`config.mk`:
```
export PLATFORM = sky130hd
export DESIGN_NAME = perf_log_ctrl
export DESIGN_NICKNAME = d
export VERILOG_FILES = /design/src/rtl/perf_log_ctrl_pkg.sv /design/src/rtl/perf_log_ctrl_event_counter.sv /design/src/rtl/perf_log_ctrl.sv
export SDC_FILE = /design/constraint.sdc
export NUM_CORES = 2
export LEC_CHECK = 0
export ABC_AREA = 1
export CAP_MARGIN = 20
export CORE_MARGIN = 1
export CORE_UTILIZATION = 50
export CTS_CLUSTER_SIZE = 40
export DETAILED_ROUTE_END_ITERATION = 6
export PLACE_DENSITY = 0.71
export SYNTH_ARGS = -nofsm -noshare
export SYNTH_HDL_FRONTEND = slang
export SYNTH_HIERARCHICAL = 1
export SYNTH_SLANG_ARGS = --single-unit
```
`constraint.sdc`:
```
create_clock -name clk -period 35.2 [get_ports clk]
set_input_delay 7.04 -clock clk [delete_from_list [all_inputs] [get_ports clk]]
set_output_delay 7.04 -clock clk [all_outputs]
set_load 0.01 [all_outputs]
```
`src/rtl/perf_log_ctrl_pkg.sv`:
```
// Shared types and defaults for the performance/log controller.
package perf_pkg;

   localparam int DEF_EVENT_NUM = 16;
   localparam int DEF_CNT_WIDTH = 32;

   typedef enum logic [1:0] {
      IDLE = 2'd0,
      SNAP = 2'd1,
      DUMP = 2'd2
   } PerfState;

   typedef struct packed {
      logic [31:0] id;
      logic [63:0] value;
      logic        last;
   } PerfDumpBeat;

   // Index width never collapses to zero for a single-event build.
   function automatic int id_width(input int n);
      return (n <= 1) ? 1 : $clog2(n);
   endfunction

endpackage

```
`src/rtl/perf_log_ctrl_event_counter.sv`:
```
// One saturating event counter with a sticky overflow flag.
module perf_event_counter #(
   parameter int CNT_WIDTH = 32
) (
   input  logic                 clk,
   input  logic                 rst,
   input  logic                 i_inc,
   output logic [CNT_WIDTH-1:0] o_value,
   output logic                 o_overflow
);

   logic [CNT_WIDTH-1:0] r_value;
   logic                 r_ovf;

   // An increment arriving at all-ones is dropped and remembered as overflow.
   always_ff @(posedge clk or posedge rst) begin
      if (rst) begin
         r_value <= '0;
         r_ovf   <= 1'b0;
      end else if (i_inc) begin
         if (&r_value) r_ovf <= 1'b1;
         else          r_value <= r_value + CNT_WIDTH'(1);
      end
   end

   assign o_value    = r_value;
   assign o_overflow = r_ovf;

endmodule

```
`src/rtl/perf_log_ctrl.sv`:
```
// Cycle counter, log window, event counters and serialised snapshot dump port.
module perf_log_ctrl
   import perf_pkg::*;
#(
   parameter  int EVENT_NUM    = DEF_EVENT_NUM,
   parameter  int CNT_WIDTH    = DEF_CNT_WIDTH,
   parameter  int PERIOD_WIDTH = 32,
   localparam int ID_W         = id_width(EVENT_NUM)
) (
   input  logic                    clk,
   input  logic                    rst,
   input  logic                    cfg_en,
   input  logic [63:0]             cfg_start_cycle,
   input  logic [PERIOD_WIDTH-1:0] cfg_period,
   input  logic                    dump_req,
   input  logic [EVENT_NUM-1:0]    event_inc,
   output logic [63:0]             cycle_cnt,
   output logic                    log_valid,
   output logic                    dump_valid,
   input  logic                    dump_ready,
   output logic [ID_W-1:0]         dump_id,
   output logic [CNT_WIDTH-1:0]    dump_value,
   output logic                    dump_last,
   output logic [EVENT_NUM-1:0]    overflow,
   output logic                    missed_dump,
   output logic                    busy
);

   localparam logic [ID_W-1:0] LAST_IDX = ID_W'(EVENT_NUM - 1);

   logic [63:0]             r_cycle;
   logic                    r_log_valid;
   logic [PERIOD_WIDTH-1:0] r_timer;
   PerfState                r_state;
   logic [ID_W-1:0]         r_idx;
   logic                    r_missed;
   logic [CNT_WIDTH-1:0]    r_snap [EVENT_NUM];

   logic [CNT_WIDTH-1:0]    w_cnt [EVENT_NUM];
   logic [EVENT_NUM-1:0]    w_ovf;
   logic                    w_timer_act;
   logic                    w_ptrig;
   logic                    w_trig;
   logic                    w_is_last;

   for (genvar g = 0; g < EVENT_NUM; g++) begin : g_cnt
      perf_event_counter #(
         .CNT_WIDTH (CNT_WIDTH)
      ) u_cnt (
         .clk        (clk),
         .rst        (rst),
         .i_inc      (event_inc[g]),
         .o_value    (w_cnt[g]),
         .o_overflow (w_ovf[g])
      );
   end

   assign w_timer_act = r_log_valid && (cfg_period != '0);
   assign w_ptrig     = w_timer_act && (r_timer == cfg_period - PERIOD_WIDTH'(1));
   assign w_trig      = w_ptrig || (dump_req && r_log_valid);
   assign w_is_last   = (r_idx == LAST_IDX);

   always_ff @(posedge clk or posedge rst) begin
      if (rst) begin
         r_cycle     <= '0;
         r_log_valid <= 1'b0;
         r_timer     <= '0;
      end else begin
         r_cycle     <= r_cycle + 64'd1;
         r_log_valid <= cfg_en && (r_cycle >= cfg_start_cycle);
         if (!w_timer_act) r_timer <= '0;
         else if (w_ptrig) r_timer <= '0;
         else              r_timer <= r_timer + PERIOD_WIDTH'(1);
      end
   end

   // Any trigger seen outside IDLE, including the cycle the last beat leaves, is lost.
   always_ff @(posedge clk or posedge rst) begin
      if (rst) begin
         r_state  <= IDLE;
         r_idx    <= '0;
         r_missed <= 1'b0;
      end else begin
         if (w_trig && (r_state != IDLE)) r_missed <= 1'b1;
         case (r_state)
            IDLE: if (w_trig) r_state <= SNAP;
            SNAP: begin
               r_idx   <= '0;
               r_state <= DUMP;
            end
            DUMP: if (dump_ready) begin
               if (w_is_last) r_state <= IDLE;
               else           r_idx   <= r_idx + ID_W'(1);
            end
            default: r_state <= IDLE;
         endcase
      end
   end

   // Snapshot takes the pre-increment live values; data path needs no reset.
   always_ff @(posedge clk) begin
      if (r_state == SNAP) begin
         for (int i = 0; i < EVENT_NUM; i++) r_snap[i] <= w_cnt[i];
      end
   end

   assign cycle_cnt   = r_cycle;
   assign log_valid   = r_log_valid;
   assign dump_valid  = (r_state == DUMP);
   assign dump_id     = (r_state == DUMP) ? r_idx : '0;
   assign dump_value  = (r_state == DUMP) ? r_snap[r_idx] : '0;
   assign dump_last   = (r_state == DUMP) && w_is_last;
   assign overflow    = w_ovf;
   assign missed_dump = r_missed;
   assign busy        = (r_state != IDLE);

endmodule

```
==> results.json <==
{
  "status": "finished, violations left",
  "violations": "design-rule violations",
  "synth.most_common_cell": "nand2_1",
  "yosysTopAreaCell": "dfrtp_1",
  "maxSlewViolCount": 0,
  "hp-start": "missed_dump",
  "synth_common_cells": "nand2_1 (2682), nor2_1 (1081), dfrtp_1 (632), inv_1 (607), edfxtp_1 (512)",
  "initial_core_util_pct": 50.64,
  "syn_area_um2": 62860,
  "regArea_um2": 31200,
  "synth_flop_cell": "dfrtp_1",
  "hold_end": "missed_dump",
  "areaGrowthSynthToFinish_pct": 12.50,
  "tns_ns": 0,
  "clkPwrFrac_pct": 37.4,
  "r2r-end": "r_snap[1][18]",
  "cp-start-kind": "flip-flop",
  "syn_inst": 7756,
  "tightest_slew_ns": 1.128,
  "row_count": 129,
  "grt_pass1_vias": 49520,
  "ff2ff_path_depth": 4,
  "gr-total-overflow": 0,
  "comb_power_share_pct": 20.3,
  "hold_path_depth": 2,
  "async_reset_ff_share_pct": 55.24,
  "h-tree-depth": 3,
  "firstDrtPassIters": 7,
  "finalCritPeriodShare_pct": 33.77,
  "cellPowerDensity_nw_per_um2": 50.81,
  "p_sw_share_pct": 31.07,
  "clk_pin_slew_ns": 0.07,
  "p_seq_share_pct": 42.3,
  "hold_ws_ns": 0.4658,
  "power.internal_mw": 2.477,
  "max_slew_margin_pct": 24.49,
  "crit_slowest_cell": "dfrtp_2",
  "rsz0062_at_grt": "no",
  "min_period_ns": 11.89,
  "finalSetupViolations": 0,
  "core_um2": 124100,
  "num_vias": 53990,
  "worstHoldPathType": "reg -> reg",
  "holdBufCountCts": 0,
  "max_freq_ghz": 0.08413,
  "cts_sinks": 1144,
  "hpwl_um": 148200,
  "portBuffers": 237,
  "routed_via_density": 5.560,
  "ys_seq_area_share_pct": 49.62,
  "synth.distinct_cells": 47,
  "max-cap-violations": 0,
  "reg2reg_from": "r_state[1]",
  "die_y_um": 356.6,
  "multiInputGateArea_um2": 28140,
  "clock_tree.buffer_depth": 3,
  "cts_inserted_buffers": 116,
  "wire_per_inst_um": 20.52,
  "endpoint_kind": "output port",
  "grt_max_degree": 168,
  "leakagePower_nw": 28.01,
  "path_max_fanout": 76,
  "crit_type": "reg -> out",
  "wl_um": 199300,
  "place_area_um2": 66520,
  "synth_edf_count": 512,
  "cts_resized": 0,
  "ys_warn_count": 6,
  "p_sw_mw": 1.116,
  "final_cell_area_um2": 70710,
  "fp.dieW_um": 356.6,
  "final_layout_size_suffix_gt1_share_pct": 6.554,
  "n_fill_cell": 11050,
  "arrival_ns": 4.85,
  "io_pins": 238,
  "clock-root-buffer": "clkbuf_16",
  "r2r_setup_slack_ns": 31.19,
  "ys_ff_latch": 1144,
  "cp_cell_sequence": "clkinv_2, buf_4, o21ai_0, o221ai_1, o211ai_1, a21oi_1, clkdlybuf4s50_1",
  "tritoncts": "done",
  "nets": 8171,
  "cp.required_ns": 28.16,
  "drc_errors": 1,
  "grt_pass1_wl_um": 300900,
  "grt_usage_pct": 31.12,
  "gp_congestion": 1.005,
  "synth_top_area_share_pct": 25.16,
  "clock_latency_ns": 0.75,
  "hold_viol": 0,
  "postRouteAntennaNets": 0,
  "synth.avg_cell_area_um2": 8.104,
  "peakVddDrop_v": 0.00006491,
  "dp_cells": 9487,
  "synth_fp_nets": 7958,
  "drtIter0Drc": 5932,
  "fin_cells": 9710,
  "post-cts-setup-buffers": 0,
  "finalClockSkew_ns": 0.03555,
  "synth_area_leaders": "dfrtp_1 (25%), edfxtp_1 (24%), nand2_1 (16%)",
  "die_area_um2": 127100,
  "slowest_delay_ns": 0.72,
  "grt_antenna_before_repair": 9
}
==> layout by cell type (no fill, tap or decap), types with 5 or more instances in the layout <==
cell,count
clkinv_2,17
inv_4,18
nand4_1,189
edfxtp_1,512
nand3_1,358
a21oi_1,79
o21ai_0,338
inv_1,604
dfrtp_1,629
o22ai_1,38
ha_1,85
nor2_4,61
nand2_2,68
inv_2,18
o221ai_1,90
nand3_2,5
nor3_1,67
o21bai_1,19
bufinv_16,19
clkinv_1,11
buf_4,36
clkbuf_1,27
nor2_1,1080
clkbuf_16,120
clkdlybuf4s50_1,237
nand2_4,19
clkbuf_8,14
o211ai_1,43
nor2_2,91
nand2_1,2682
xnor2_1,135
nand3b_1,136
xor2_1,152
nand2_8,16
nor4_1,10
inv_6,5
==> power by group through the flow <==
stage	combinational (mW)	clock [mW]	sequential, mW
4_1_cts	0.704	1.36	1.52
3_5_place_dp	0.699	0	1.54
5_1_grt	0.779	1.41	1.52
6_report	0.731	1.34	1.52
3_3_place_gp	0.683	0	1.54
2_1_floorplan	0.437	0	1.51
==> sequential cells by signal, indices dropped and copies added (netlist names) <==
signal / flops
missed_dump: 1
g_cnt.u_cnt/o_overflow: 16
g_cnt.u_cnt/o_value: 512
r_idx: 4
r_timer: 32
r_snap: 512
cycle_cnt: 64
log_valid: 1
r_state: 2
==> worst max-delay path: cells and delay by family (launching register included) <==
| kind | cells | cell delay (ns) |
|---|---|---|
| AO/OA/AOI/OAI | 4 | 1.33 |
| buffers and inverters | 3 | 1.97 |
| flip-flops | 1 | 0.72 |
==> layer usage <==
| layer | routed length (µm) | GRT usage (%) | vias up |
|---|---|---|---|
| met2 | 85070 | 45.79 | 2182 |
| li1 | - | - | 25690 |
| met4 | 6842 | 10.64 | 6 |
| met1 | 85060 | 43.72 | 25790 |
| met5 | 35 | 0 | - |
| met3 | 22240 | 9.187 | 330 |
==> stage by stage <==
step	worst slack (ns)	total power, mW	utilization [%]
floorplan	10.39	1.943	-
global placement	24.27	2.222	53.57
detailed placement	24.22	2.239	53.59
CTS	23.38	3.582	56.94
global route	23.19	3.717	56.97
finish	23.31	3.593	56.97
==> kinds of logic (layout without fill, tap and decap cells) <==
group	Yosys count	count (layout)	synth area share, %
AOI/OAI and AO/OA	620	620	5.842
xor gates and xnor gates	287	287	3.999
adders and majority gates	85	85	1.692
buffers and inverters	823	1138	5.616
DFF	1144	1144	49.62
other	0	2	0
and+or+nand+nor	4797	4797	33.23
==> worst max-delay path by stage <==
stage | slack [ns] | depth (start not counted) | to | start
2_1_floorplan | 10.39 | 4 | r_state[1] | r_state[0]
3_3_place_gp | 24.27 | 7 | dump_value[22] | r_idx[0]
3_5_place_dp | 24.22 | 7 | dump_value[22] | r_idx[0]
4_1_cts | 23.38 | 7 | dump_value[22] | r_idx[0]
5_1_grt | 23.19 | 7 | dump_value[6] | r_idx[1]
6_report | 23.31 | 7 | dump_value[22] | r_idx[1]
==> final cells by class <==
class | instances | area share [%]
clock buffers | 161 | 4.663
well taps | 1637 | 2.897
clock inverters | 59 | 1.216
inverters | 643 | 3.482
multi-input cells | 5789 | 39.80
flip-flops and latches | 1144 | 44.12
repair buffers | 275 | 3.815
diodes | 2 | 0.007078
Note: power is estimated with default switching activity, not from simulation.
